**config.mk**
```make
export PLATFORM = sky130hd
export DESIGN_NAME = axis_move_sequencer
export DESIGN_NICKNAME = d
export VERILOG_FILES = /design/src/rtl/axis_move_sequencer.sv
export SDC_FILE = /design/constraint.sdc
export NUM_CORES = 1
export LEC_CHECK = 0
export ABC_AREA = 1
export ABC_CLOCK_PERIOD_IN_PS = 2300
export CAP_MARGIN = 40
export CORE_MARGIN = 2
export CORE_UTILIZATION = 26
export CTS_CLUSTER_DIAMETER = 150
export DETAILED_ROUTE_END_ITERATION = 10
export GPL_TIMING_DRIVEN = 0
export SLEW_MARGIN = 25
export SYNTH_ARGS = -nofsm -noshare
export SYNTH_HDL_FRONTEND = slang
export SYNTH_SLANG_ARGS = --single-unit
```
**constraint.sdc**
```tcl
create_clock -name clk -period 2.3 [get_ports clk]
set_clock_uncertainty 0.2 [all_clocks]
set_input_delay 0.46 -clock clk [delete_from_list [all_inputs] [get_ports clk]]
set_output_delay 0.46 -clock clk [all_outputs]
set_load 0.05 [all_outputs]
```
**src/rtl/axis_move_sequencer.sv**
```systemverilog
// Command front-end for one stepper axis: absolute moves, homing, position tracking, coil mux.
// Optional MOVE_LIMIT_EN: reject move targets above MAX_POS.
module axis_move_sequencer #(
    parameter int POS_W      = 12,
    parameter int MAX_POS    = 2000,
    parameter int HOME_STEPS = 4095
) (
    input  logic             clk,
    input  logic             reset,
    input  logic             cmd_valid,
    output logic             cmd_ready,
    input  logic             cmd_home,
    input  logic [POS_W-1:0] cmd_target,
    output logic [POS_W-1:0] move_steps,
    output logic             fwd_go,
    output logic             bwd_go,
    input  logic             fwd_done,
    input  logic             bwd_done,
    input  logic [3:0]       fwd_state,
    input  logic [3:0]       bwd_state,
    input  logic             boundary,
    output logic [3:0]       hold_state,
    output logic [3:0]       coil_state,
    output logic [POS_W-1:0] position,
    output logic             homed,
    output logic             busy,
    output logic             move_done,
    output logic             err
);

    typedef enum logic [2:0] {IDLE, RUN_FWD, RUN_BWD, HOME, RELEASE} state_t;

    localparam logic [POS_W-1:0] MAX_POS_W    = MAX_POS[POS_W-1:0];
    localparam logic [POS_W-1:0] HOME_STEPS_W = HOME_STEPS[POS_W-1:0];
`ifdef MOVE_LIMIT_EN
    localparam bit LIMIT_EN = 1'b1;
`else
    localparam bit LIMIT_EN = 1'b0;
`endif

    state_t           state;
    logic [POS_W-1:0] target_reg;
    logic             limit_hit;

    assign limit_hit = LIMIT_EN && (cmd_target > MAX_POS_W);

    // The running generator owns the coils; otherwise keep the last pattern energised.
    always_comb begin
        coil_state = hold_state;
        case (state)
            RUN_FWD:       coil_state = fwd_state;
            RUN_BWD, HOME: coil_state = bwd_state;
            default:       coil_state = hold_state;
        endcase
    end

    always_ff @(posedge clk) begin
        if (reset) begin
            state      <= IDLE;
            cmd_ready  <= 1'b1;
            fwd_go     <= 1'b0;
            bwd_go     <= 1'b0;
            move_steps <= '0;
            hold_state <= 4'b1100;
            position   <= '0;
            target_reg <= '0;
            homed      <= 1'b0;
            busy       <= 1'b0;
            move_done  <= 1'b0;
            err        <= 1'b0;
        end else begin
            move_done <= 1'b0;
            case (state)
                IDLE: begin
                    if (cmd_valid && cmd_ready) begin
                        if (cmd_home) begin
                            err        <= 1'b0;
                            move_steps <= HOME_STEPS_W;
                            bwd_go     <= 1'b1;
                            cmd_ready  <= 1'b0;
                            busy       <= 1'b1;
                            state      <= HOME;
                        end else if (!homed || limit_hit) begin
                            err       <= 1'b1;
                            move_done <= 1'b1;
                        end else begin
                            err        <= 1'b0;
                            target_reg <= cmd_target;
                            if (cmd_target > position) begin
                                move_steps <= cmd_target - position;
                                fwd_go     <= 1'b1;
                                cmd_ready  <= 1'b0;
                                busy       <= 1'b1;
                                state      <= RUN_FWD;
                            end else if (cmd_target < position) begin
                                move_steps <= position - cmd_target;
                                bwd_go     <= 1'b1;
                                cmd_ready  <= 1'b0;
                                busy       <= 1'b1;
                                state      <= RUN_BWD;
                            end else begin
                                move_done <= 1'b1;
                            end
                        end
                    end
                end
                RUN_FWD: begin
                    if (fwd_done) begin
                        fwd_go     <= 1'b0;
                        hold_state <= fwd_state;
                        state      <= RELEASE;
                        // Hitting the end-stop mid-move means the position can no longer be trusted.
                        if (boundary) begin
                            homed <= 1'b0;
                            err   <= 1'b1;
                        end else begin
                            position <= target_reg;
                        end
                    end
                end
                RUN_BWD: begin
                    if (bwd_done) begin
                        bwd_go     <= 1'b0;
                        hold_state <= bwd_state;
                        state      <= RELEASE;
                        if (boundary) begin
                            homed <= 1'b0;
                            err   <= 1'b1;
                        end else begin
                            position <= target_reg;
                        end
                    end
                end
                HOME: begin
                    if (bwd_done) begin
                        bwd_go     <= 1'b0;
                        hold_state <= bwd_state;
                        state      <= RELEASE;
                        if (boundary) begin
                            position <= '0;
                            homed    <= 1'b1;
                        end else begin
                            err   <= 1'b1;
                            homed <= 1'b0;
                        end
                    end
                end
                RELEASE: begin
                    move_done <= 1'b1;
                    cmd_ready <= 1'b1;
                    busy      <= 1'b0;
                    state     <= IDLE;
                end
                default: begin
                    fwd_go    <= 1'b0;
                    bwd_go    <= 1'b0;
                    cmd_ready <= 1'b1;
                    busy      <= 1'b0;
                    state     <= IDLE;
                end
            endcase
        end
    end

endmodule
```
# Word-level counts from Yosys, hierarchy flattened
# Index checks and enable logic that the tools add are counted.
# Widths: inputs -> output; s select.
# word_totals
ff_bits	50
# op_classes
add_sub_neg	2
n_lt_le_gt_ge	2
n_eq_ne	18
muxes	67
n_bitwise	4
reduce_logical	21
# ops
cell	count
$mux 12	9
$mux 1	38
$pmux 12 s3	1
$sub 12x12->12	2
$mux 3	7
$ne 2x2->1 const B	9
$reduce_and 6->1	3
$pmux 4 s2	2
$reduce_and 4->1	4
$gt 12x12->1	1
$lt 12x12->1	1
$reduce_and 5->1	2
$ne 3x3->1 const B	3
$pmux 1 s3	3
$pmux 3 s3	1
$mux 4	2
$eq 3x2->1 const B	2
$pmux 1 s2	3
$reduce_bool 3->1	2
$reduce_or 3->1	2
$ne 4x4->1 const B	1
$not 1->1	4
$pmux 1 s4	1
$reduce_bool 2->1	2
other kinds (8)	9

# Longest topological paths before layout
# depth
word_depth	7
mapped_depth	15
ltp_nobuf	14

# Worst setup path before layout
# No wires, ideal clock.
# synth_timing
path_type	reg2reg
startpoint	reg position[7]
endpoint	reg move_steps[1]
arrival_time_ns	2.066
required_time_ns	1.986
path_slack_ns	-0.080
stages_incl_launch_ff	14
cell_sequence	dfxtp_1 > ha_1 > buf_4 > nand2_4 > inv_2 > nand2_2 > nand2_1 > nand2_2 > nand3_4 > nand3_2 > nand3_4 > buf_6 > nor2_1 > nor2_2
# synth_via
elab_chain_len	4
word_cells_on_any_way	7
# synth_lines
item	line	source
from (decl)	24	output logic [POS_W-1:0] position,
from (signal assigned)	117	position <= target_reg;
from (signal assigned)	130	position <= target_reg;
$gt 12x12->1	89	if (cmd_target > position) begin
$mux 12	89	
$mux 12	83	end else if (!homed || limit_hit) begin
$mux 12	76	if (cmd_home) begin
to (signal assigned)	90	move_steps <= cmd_target - position;
to (signal assigned)	96	move_steps <= position - cmd_target;
to (decl)	14	output logic [POS_W-1:0] move_steps,
# Parallel ways exist; a longest one is shown, timed or not. The select of a mux whose other input is x is not followed.
# A chain may end at the register's enable or synchronous reset.

# Worst setup path in the final report
# layout_timing
startpoint	reg position[5]
endpoint	out position[5]
# No word-level cell between the ends.

==> metrics.csv <==
stage,metric,value,unit
clocking,clk_path_buf_depth,2,
routing,vias,3784,
routing,wl_per_cell,12.4,um
critical_path,start_kind,register,
clocking,cts_buffers,5,
logic_synthesis,async_flop_share,0,
routing,ant_nets,0,
critical_path,cp_num_buf_inv,1,
logic_synthesis,synthTopCellsByArea,"dfxtp_1 (26%), nand2_1 (18%), inv_1 (9.3%)",
routing,routed_wl,10.7,mm
sta,tightest_slew,0.652,ns
critical_path,regToRegStartpoint,position[7],
routing,first_pass_iters,4,
status,status,finished clean,
placement,dp_cells,842,
sta,hold_viol,0,
sta,finalCritPeriodShare,0.943,
clocking,clkSinkCount,50,
global_routing,grt_pass1_vias,3657,
cells_and_area,drive_above_1_share,0.220,
floorplanning,dieArea,15700,um2
pwr,cellPowerDensity,798,nW/um2
clocking,cts_tree,built,
clocking,hold_buffers,0,
sta,clock.fmax,461,MHz
critical_path,r2r-end,state[0],
clocking,root_buffer,clkbuf_16,
pwr,internal-power,2.16,mW
placement,port-buffer-count,64,
logic_synthesis,ys_warn_count,0,
sta,slew_violations,0,
global_routing,grt-ovfl-total,0,
critical_path,cp.arrival,1.51,ns
logic_synthesis,ys_types,39,
pwr,p_total,4.11,mW
floorplanning,ios,66,
critical_path,ff2ff_path_depth,14,
critical_path,worstPathMaxFanout,4,
critical_path,cp_cell_sequence,clkdlybuf4s50_1,
sta,rsz0062_at_grt,false,
placement,dp_hpwl,8.63,mm
logic_synthesis,synth_ff_type,dfxtp_1,
pwr,pwr-share-comb,0.546,
critical_path,max_stage_delay,0.82,ns
global_routing,grt_pass1_wl,17.9,mm
critical_path,regToRegSetupSlack,0.21,ns
critical_path,slowest_stage,clkdlybuf4s50_1,
logic_synthesis,avgSynthCellArea,6.44,um2
cells_and_area,area_growth,34.9,%
cells_and_area,diodes,0,
critical_path,setup.worst_path.class,reg2out,
critical_path,crit_path_end,position[5],
sta,final-setup-viol-count,0,
clocking,clk_pin_slew,0.07,ns
sta,post-route-min-period,2.17,ns
floorplanning,initial_utilization,0.265,
pwr,p_sw,1.95,mW
pwr,ir_drop,0.454,mV
pwr,p_leak,2.47,nW
global_routing,grt_max_degree,15,
min_path,hold_path_class,in2reg,
floorplanning,num_rows,44,
pwr,pwr-share-clk,0.178,
critical_path,worstSetupStartpoint,position[5],
logic_synthesis,yosys.area.top_type_share,0.262,
logic_synthesis,netlist_instances,594,
routing,drc,0,
cells_and_area,nFillCells,1588,
floorplanning,die_h,125,um
critical_path,end_kind,output port,
global_routing,grt.total_usage,0.138,
floorplanning,core,14400,um2
logic_synthesis,synth-edff-count,0,
cells_and_area,layout.nets,737,
routing,initialDrtViolationCount,220,
cells_and_area,stdcell_count,869,
sta,slew_headroom,0.565,
logic_synthesis,ys_ff_latch,50,
clocking,clk_latency,0.29,ns
clocking,htreeDepth,2,
pwr,switching_share,0.475,
pwr,pwr-share-seq,0.276,
global_routing,antenna_found_initial,0,
logic_synthesis,syn-cell-area,3820,um2
cells_and_area,fin_util,0.357,
placement,place_congestion,0.863,
logic_synthesis,yosysTopAreaCell,dfxtp_1,
logic_synthesis,yosysSeqAreaShare,0.262,
routing,via_per_inst,4.35,
critical_path,required,1.64,ns
sta,tns,0,ns
flow_run,max_cap_viol_count,0,
logic_synthesis,syn_nets,646,
floorplanning,die_w,125,um
critical_path,path_depth,1,
critical_path,critPathTopFamily,buffers and inverters,
==> metrics by stage <==
step / setup WS, ns / hold WS (ns) / area (um2)
global route: 0.00707 / 0.262 / 5150
detailed placement: -0.686 / 0.249 / 4710
global placement: -0.690 / 0.244 / 4710
floorplan: 0.0506 / 0.254 / 3840
finish: 0.131 / 0.245 / 5150
CTS: 0.0127 / 0.262 / 5120
==> kinds of logic (layout without fill, tap and decap cells) <==
family | after synthesis | after routing | synth area share
AO/OA/AOI/OAI | 67 | 67 | 0.113
XOR/XNOR | 10 | 10 | 0.0229
adder cells (fa/ha/maj) | 25 | 25 | 0.0858
buffers and inverters | 125 | 216 | 0.142
flip-flops | 50 | 50 | 0.262
AND/OR/NAND/NOR | 317 | 317 | 0.374
==> cells in the final DEF, fill, tap and decap left out, types with 12 or more instances in the layout <==
cell	synthesis	final
inv_2	9	17
nor2_1	46	43
nand3_1	32	28
ha_1	23	16
nand4_1	13	13
inv_1	95	86
dfxtp_1	50	36
nor2_2	15	17
clkdlybuf4s50_1	0	47
dfxtp_2	0	14
a21oi_1	28	26
buf_6	6	12
nand2_2	9	15
nand2_1	185	179
buf_4	6	19
o21ai_0	18	18
==> worst reg2reg max path, cell delays in order (launching register included) <==
cell     delay (ns)
dfxtp_2        0.34
ha_1           0.30
buf_6          0.14
nand2_1        0.07
nand2_2        0.07
inv_2          0.07
nand2_2        0.07
nand2_2        0.07
nand3_4        0.11
buf_4          0.16
nand4_1        0.09
nand2_1        0.09
nand2_1        0.07
nand2_1        0.04
nor2_1         0.11
==> worst min-delay path by stage <==
stage	start	end	slack, ns	cells after the start
2_1_floorplan	target_reg[11]	target_reg[11]	0.25	2
5_1_grt	cmd_target[7]	target_reg[7]	0.26	3
3_3_place_gp	fwd_go	fwd_go	0.24	2
3_5_place_dp	err	err	0.25	2
6_report	cmd_target[7]	target_reg[7]	0.24	3
4_1_cts	err	err	0.26	2
==> power groups by stage <==
stage,logic [mW],clock network [mW],registers (mW)
2_1_floorplan,1.15,0,1.57
3_3_place_gp,2.21,0,1.15
3_5_place_dp,2.21,0,1.15
4_1_cts,2.27,0.748,1.14
5_1_grt,2.44,0.787,1.16
6_report,2.24,0.733,1.14
==> what timing repair did <==
item | 4_1_cts | 5_1_grt
pin swaps | 16 | 10
gates cloned | 2 | 0
buffers inserted | 15 | 3
gates resized for setup | 70 | 20
endpoints found under the setup margin | 23 | 22
==> metal layers <==
layer  global-route usage  vias to the layer above  part of all wire
met5                    0                        -                 0
met4               0.0307                        0             0.010
met3               0.0180                        7             0.033
met2                0.223                       81              0.45
met1                0.197                     1682              0.50
li1                     -                     2014                 -
==> Yosys cell counts, drive strengths merged (5+ instances only) <==
library cell / number
a21oi: 28
a22oi: 12
buf: 13
clkbuf: 5
dfxtp: 50
ha: 23
inv: 105
nand2: 198
nand3: 36
nand4: 13
nor2: 64
o21ai: 21
xor2: 9
==> cell type report <==
class | count | area, um2 | area share
Clock inverter | 1 | 7.51 | 0.00146
Clock buffer | 6 | 129 | 0.0250
Tap cell | 184 | 230 | 0.0447
Sequential cell | 50 | 1020 | 0.198
Inverter | 107 | 408 | 0.0791
Timing Repair Buffer | 84 | 764 | 0.148
Buffer | 18 | 155 | 0.0301
Multi-Input combinational cell | 419 | 2440 | 0.474
No activity file was read; power rests on OpenSTA's default activity.
==> variant 1 (same flow settings) <==
The option `MOVE_LIMIT_EN` is turned on by a define.
--- a/src/rtl/axis_move_sequencer.sv
+++ b/src/rtl/axis_move_sequencer.sv
@@ -2,2 +2,4 @@
 // Optional MOVE_LIMIT_EN: reject move targets above MAX_POS.
+`define MOVE_LIMIT_EN
+
 module axis_move_sequencer #(
Function: changed (a bounded check fails within 10 cycles, from zero or initial values and one cycle with reset high).
==> variant 1 against the original RTL <==
  * Final area is 1.6% higher
  * Total power is 0.98% lower
  * Global-route usage is 0.10 points lower
  * Synthesized area is 0.65% higher
  * Wire length is 3.3% higher
  * Hold slack better by 0.011 ns
  * Critical path depth is 12 higher
  * Clock power hardly changed
  * Sequential cell count stayed put
  * Cell count is 0.58% higher
  * Worst setup slack worse by 0.080 ns
  * Sequential share of layout area is 0.34 points lower
  * Critical endpoint is now move_steps[8]$_SDFFE_PP0P_
  * Highest routed layer unchanged
==> variant 1: results (changes against the original RTL) <==
status: "finished clean"
yosys-top-cells-count: "nand2_1 (170), inv_1 (110), nor2_1 (56), dfxtp_1 (50), nand3_1 (38)"
p_sw_frac: 0.4731  # -0.001791
rr_worst_depth: 13  # -1
startpoint: "position[0]$_SDFFE_PP0P_"
drt_iter0_drc: 195  # -11%
wl_per_cell_um: 12.69  # +2.7%
max_freq_mhz: 444.5  # -3.6%
synth_cell_types: 41  # +5.1%
drive_gt1_frac: 0.2203  # about the same
synth_compound_area_frac: 0.1200  # +0.006743
grtUsageTotal: 0.1375  # -0.001020
grt_use_met1: 0.1841  # -0.01331
multi_input_cells: 407  # -2.9%
firstDrtPassIters: 4  # unchanged
hold_path_startpoint: "target_reg[1]$_SDFFE_PP0P_"
criticalPathCategory: "reg -> reg"
bufAreaShareNonClock: 0.1770  # -0.001379
clk_latency_ns: 0.30
synth_cells: 600  # +1.0%
post_cts_resized: 69  # -1.4%
numPortBuffers: 65  # +1.6%
powerClk_w: 0.000732  # about the same
crit_fanout: 7  # +3
synthTopCellsByArea: "dfxtp_1 (26%), nand2_1 (17%), inv_1 (11%), ha_1 (7.5%), nor2_1 (5.5%)"
worst_ep_arrival_time_ns: 2.24  # +0.73 ns
pre_cts_slack_ns: -0.8804  # -0.1946 ns
synthXorXnorAreaFrac: 0.02504  # +0.002127
hold_class: "reg -> reg"
multi_input_area_share: 0.4685  # -0.005320
place_congestion: 0.8489  # -1.6%
clock_area_frac: 0.02604  # -0.0004171
fillers: 1553  # -2.2%
synth-seq-area-share: 0.2602  # -0.001703
dr_total_vias: 3829  # +1.2%
via_per_inst: 4.381  # +0.61%
met2_usage: 0.2305  # +0.007059
post-place-cells: 849  # +0.83%
hold_depth: 2  # -1
seq_cell_count: 50  # unchanged
slew-limit-headroom: 0.5671  # +0.001913
synth_adder_area_share: 0.08520  # -0.0005578
n_all_buffers: 102  # unchanged
leakagePower_nw: 2.451  # -0.72%
inverters_excl_clock: 124  # +16%
r2r_slack_ns: 0.05  # -0.16 ns
grtUsageMet3: 0.02167  # +0.003693
min_to: "target_reg[1]$_SDFFE_PP0P_"
num-nets-final: 742  # +0.68%
reg2reg_to: "move_steps[8]$_SDFFE_PP0P_"
seqAreaFraction: 0.1942  # -0.003354
ir_drop_v: 0.0003212  # -29%
post_cts.repair.setup_buffers: 8  # -7
grt_pass1_vias: 3664  # +0.19%
grt_pass1_wl_um: 17940  # about the same
syn_nets: 652  # +0.93%
variant 1: per-stage QoR:
step	area, um2	power, W	setup TNS, ns	hold slack [ns]
after global placement	4743	0.003282	-19.00	0.2435
after floorplan	3862	0.002670	0	0.2305
after CTS	5014	0.004015	0	0.2580
after detailed placement	4743	0.003287	-19.06	0.2480
after global routing	5238	0.004343	-0.4137	0.2843
final	5238	0.004074	0	0.2563
variant 1: critical path, cell delays in order (launching register included):
cell,delay [ns]
dfxtp_4,0.36
ha_4,0.16
fa_2,0.40
inv_2,0.08
nand3_2,0.06
nand3_2,0.08
nand2_2,0.07
nand3_4,0.15
nand2_4,0.11
buf_8,0.14
nand2_1,0.06
nand3_1,0.10
nor2_1,0.13
nor2_1,0.04
variant 1: per-layer routing:
metal	part of all wire	up-vias
met5	0	-
met4	0.016	0
met3	0.046	15
met2	0.46	87
met1	0.48	1699
li1	-	2028
==> variant 2 (same flow settings) <==
Without the edit above. Re-encode `state_t` (5 states) as one-hot, 5 bits wide.
--- a/src/rtl/axis_move_sequencer.sv
+++ b/src/rtl/axis_move_sequencer.sv
@@ -30,3 +30,3 @@
 
-    typedef enum logic [2:0] {IDLE, RUN_FWD, RUN_BWD, HOME, RELEASE} state_t;
+    typedef enum logic [4:0] {IDLE = 5'b00001, RUN_FWD = 5'b00010, RUN_BWD = 5'b00100, HOME = 5'b01000, RELEASE = 5'b10000} state_t;
 
Behaviour: no difference found for any inputs over 10 cycles, from zero or initial values and one cycle with reset high; not proved beyond that.
==> variant 2 against the original RTL <==
  * Synthesized area fell by 5.5%
  * Worst setup slack got worse by 0.083 ns
  * Final area down 1.1%
  * Non-clock buffer count up 2
  * Core utilization increased by 1.4 points
  * Critical path depth unchanged
  * Total power down 11%
  * Sequential cell count rose by 2
  * Global-route usage up 0.64 points
  * Wire length up 0.81%
  * Cell count decreased by 6.9%
  * Sequential share of layout area is 0.95 points higher
  * Largest power group unchanged
  * Highest routed layer unchanged
==> variant 2: results (changes against the original RTL) <==
slew-limit-headroom: 0.5739  # +0.008627
num-nets-final: 680  # -7.7%
routed_wl_um: 10820  # +0.81%
crit_end: "position[9]"
yosys-top-cells-count: "nand2_1 (111), inv_1 (64), nor2_1 (59), dfxtp_1 (52), a21oi_1 (47)"
dpl_cell_area_um2: 4489  # -4.6%
pre_cts_slack_ns: -0.7656  # -0.07970 ns
post_cts.repair.setup_buffers: 13  # -2
worst_ep_arrival_time_ns: 1.59  # +0.08 ns
synth_adder_area_share: 0.09072  # +0.004959
rr_worst_depth: 11  # -3
ir_drop_v: 0.0003003  # -34%
leakagePower_nw: 2.184  # -12%
post_cts_resized: 94  # +34%
grt_max_degree: 16  # +1
grt_pass1_wl_um: 17040  # -5.0%
hold_depth: 2  # -1
dr_total_vias: 3705  # -2.1%
grt_pass1_vias: 3499  # -4.3%
slowest_delay_ns: 0.85  # +0.03 ns
dpl.hpwl_um: 8358  # -3.1%
hold_path_startpoint: "err$_SDFFE_PP0P_"
drive_gt1_frac: 0.2385  # +0.01804
synth-seq-area-share: 0.2881  # +0.02622
status: "finished clean"
min_to: "err$_SDFFE_PP0P_"
timing.rr.start: "position[0]$_SDFFE_PP0P_"
r2r_slack_ns: 0.10  # -0.11 ns
cts_buffer_depth: 2  # unchanged
startpoint: "position[9]$_SDFFE_PP0P_"
drt_iter0_drc: 199  # -9.5%
synthXorXnorAreaFrac: 0.02909  # +0.006173
max_freq_mhz: 443.9  # -3.7%
synth_compound_area_frac: 0.1544  # +0.04118
syn_nets: 589  # -8.8%
place_congestion: 0.8426  # -2.4%
synth_cell_types: 40  # +2.6%
reg2reg_to: "move_steps[8]$_SDFFE_PP0P_"
synthTopCellsByArea: "dfxtp_1 (29%), nand2_1 (12%), ha_1 (8.0%), inv_1 (6.6%), a21oi_1 (6.5%)"
cts.hold.buffers_added: 0  # unchanged
synth_mux_area_frac: 0  # unchanged
grtUsageTotal: 0.1449  # +0.006407
-- variant 2: final cells by class --
class	count	area (um2)
Clock inverter	1	8.758
Tap cell	180	225.2
Sequential cell	52	1056
Fill cell	1451	8620
Inverter	73	287.8
Buffer	19	152.6
Clock buffer	7	132.6
Timing Repair Buffer	85	767.0
Multi-Input combinational cell	392	2470
-- variant 2: layer usage --
layer / track usage / routed length, um / vias up
li1: - / - / 1923
met1: 0.1949 / 5106 / 1685
met2: 0.2360 / 5050 / 83
met3: 0.02107 / 430 / 14
met4: 0.05172 / 235 / 0
met5: 0 / 0 / -
-- variant 2: power by group --
part | switching (W) | total [W] | internal (W)
Clock | 0.000339 | 0.000746 | 0.000407
Combinational | 0.00119 | 0.00181 | 0.000622
Sequential | 0.0000940 | 0.00112 | 0.00103
-- variant 2: through the flow --
stage	instances	hold WS [ns]
2_1_floorplan	537	0.2503
3_3_place_gp	781	0.2373
3_5_place_dp	781	0.2375
4_1_cts	801	0.2482
5_1_grt	809	0.2640
6_report	809	0.2439
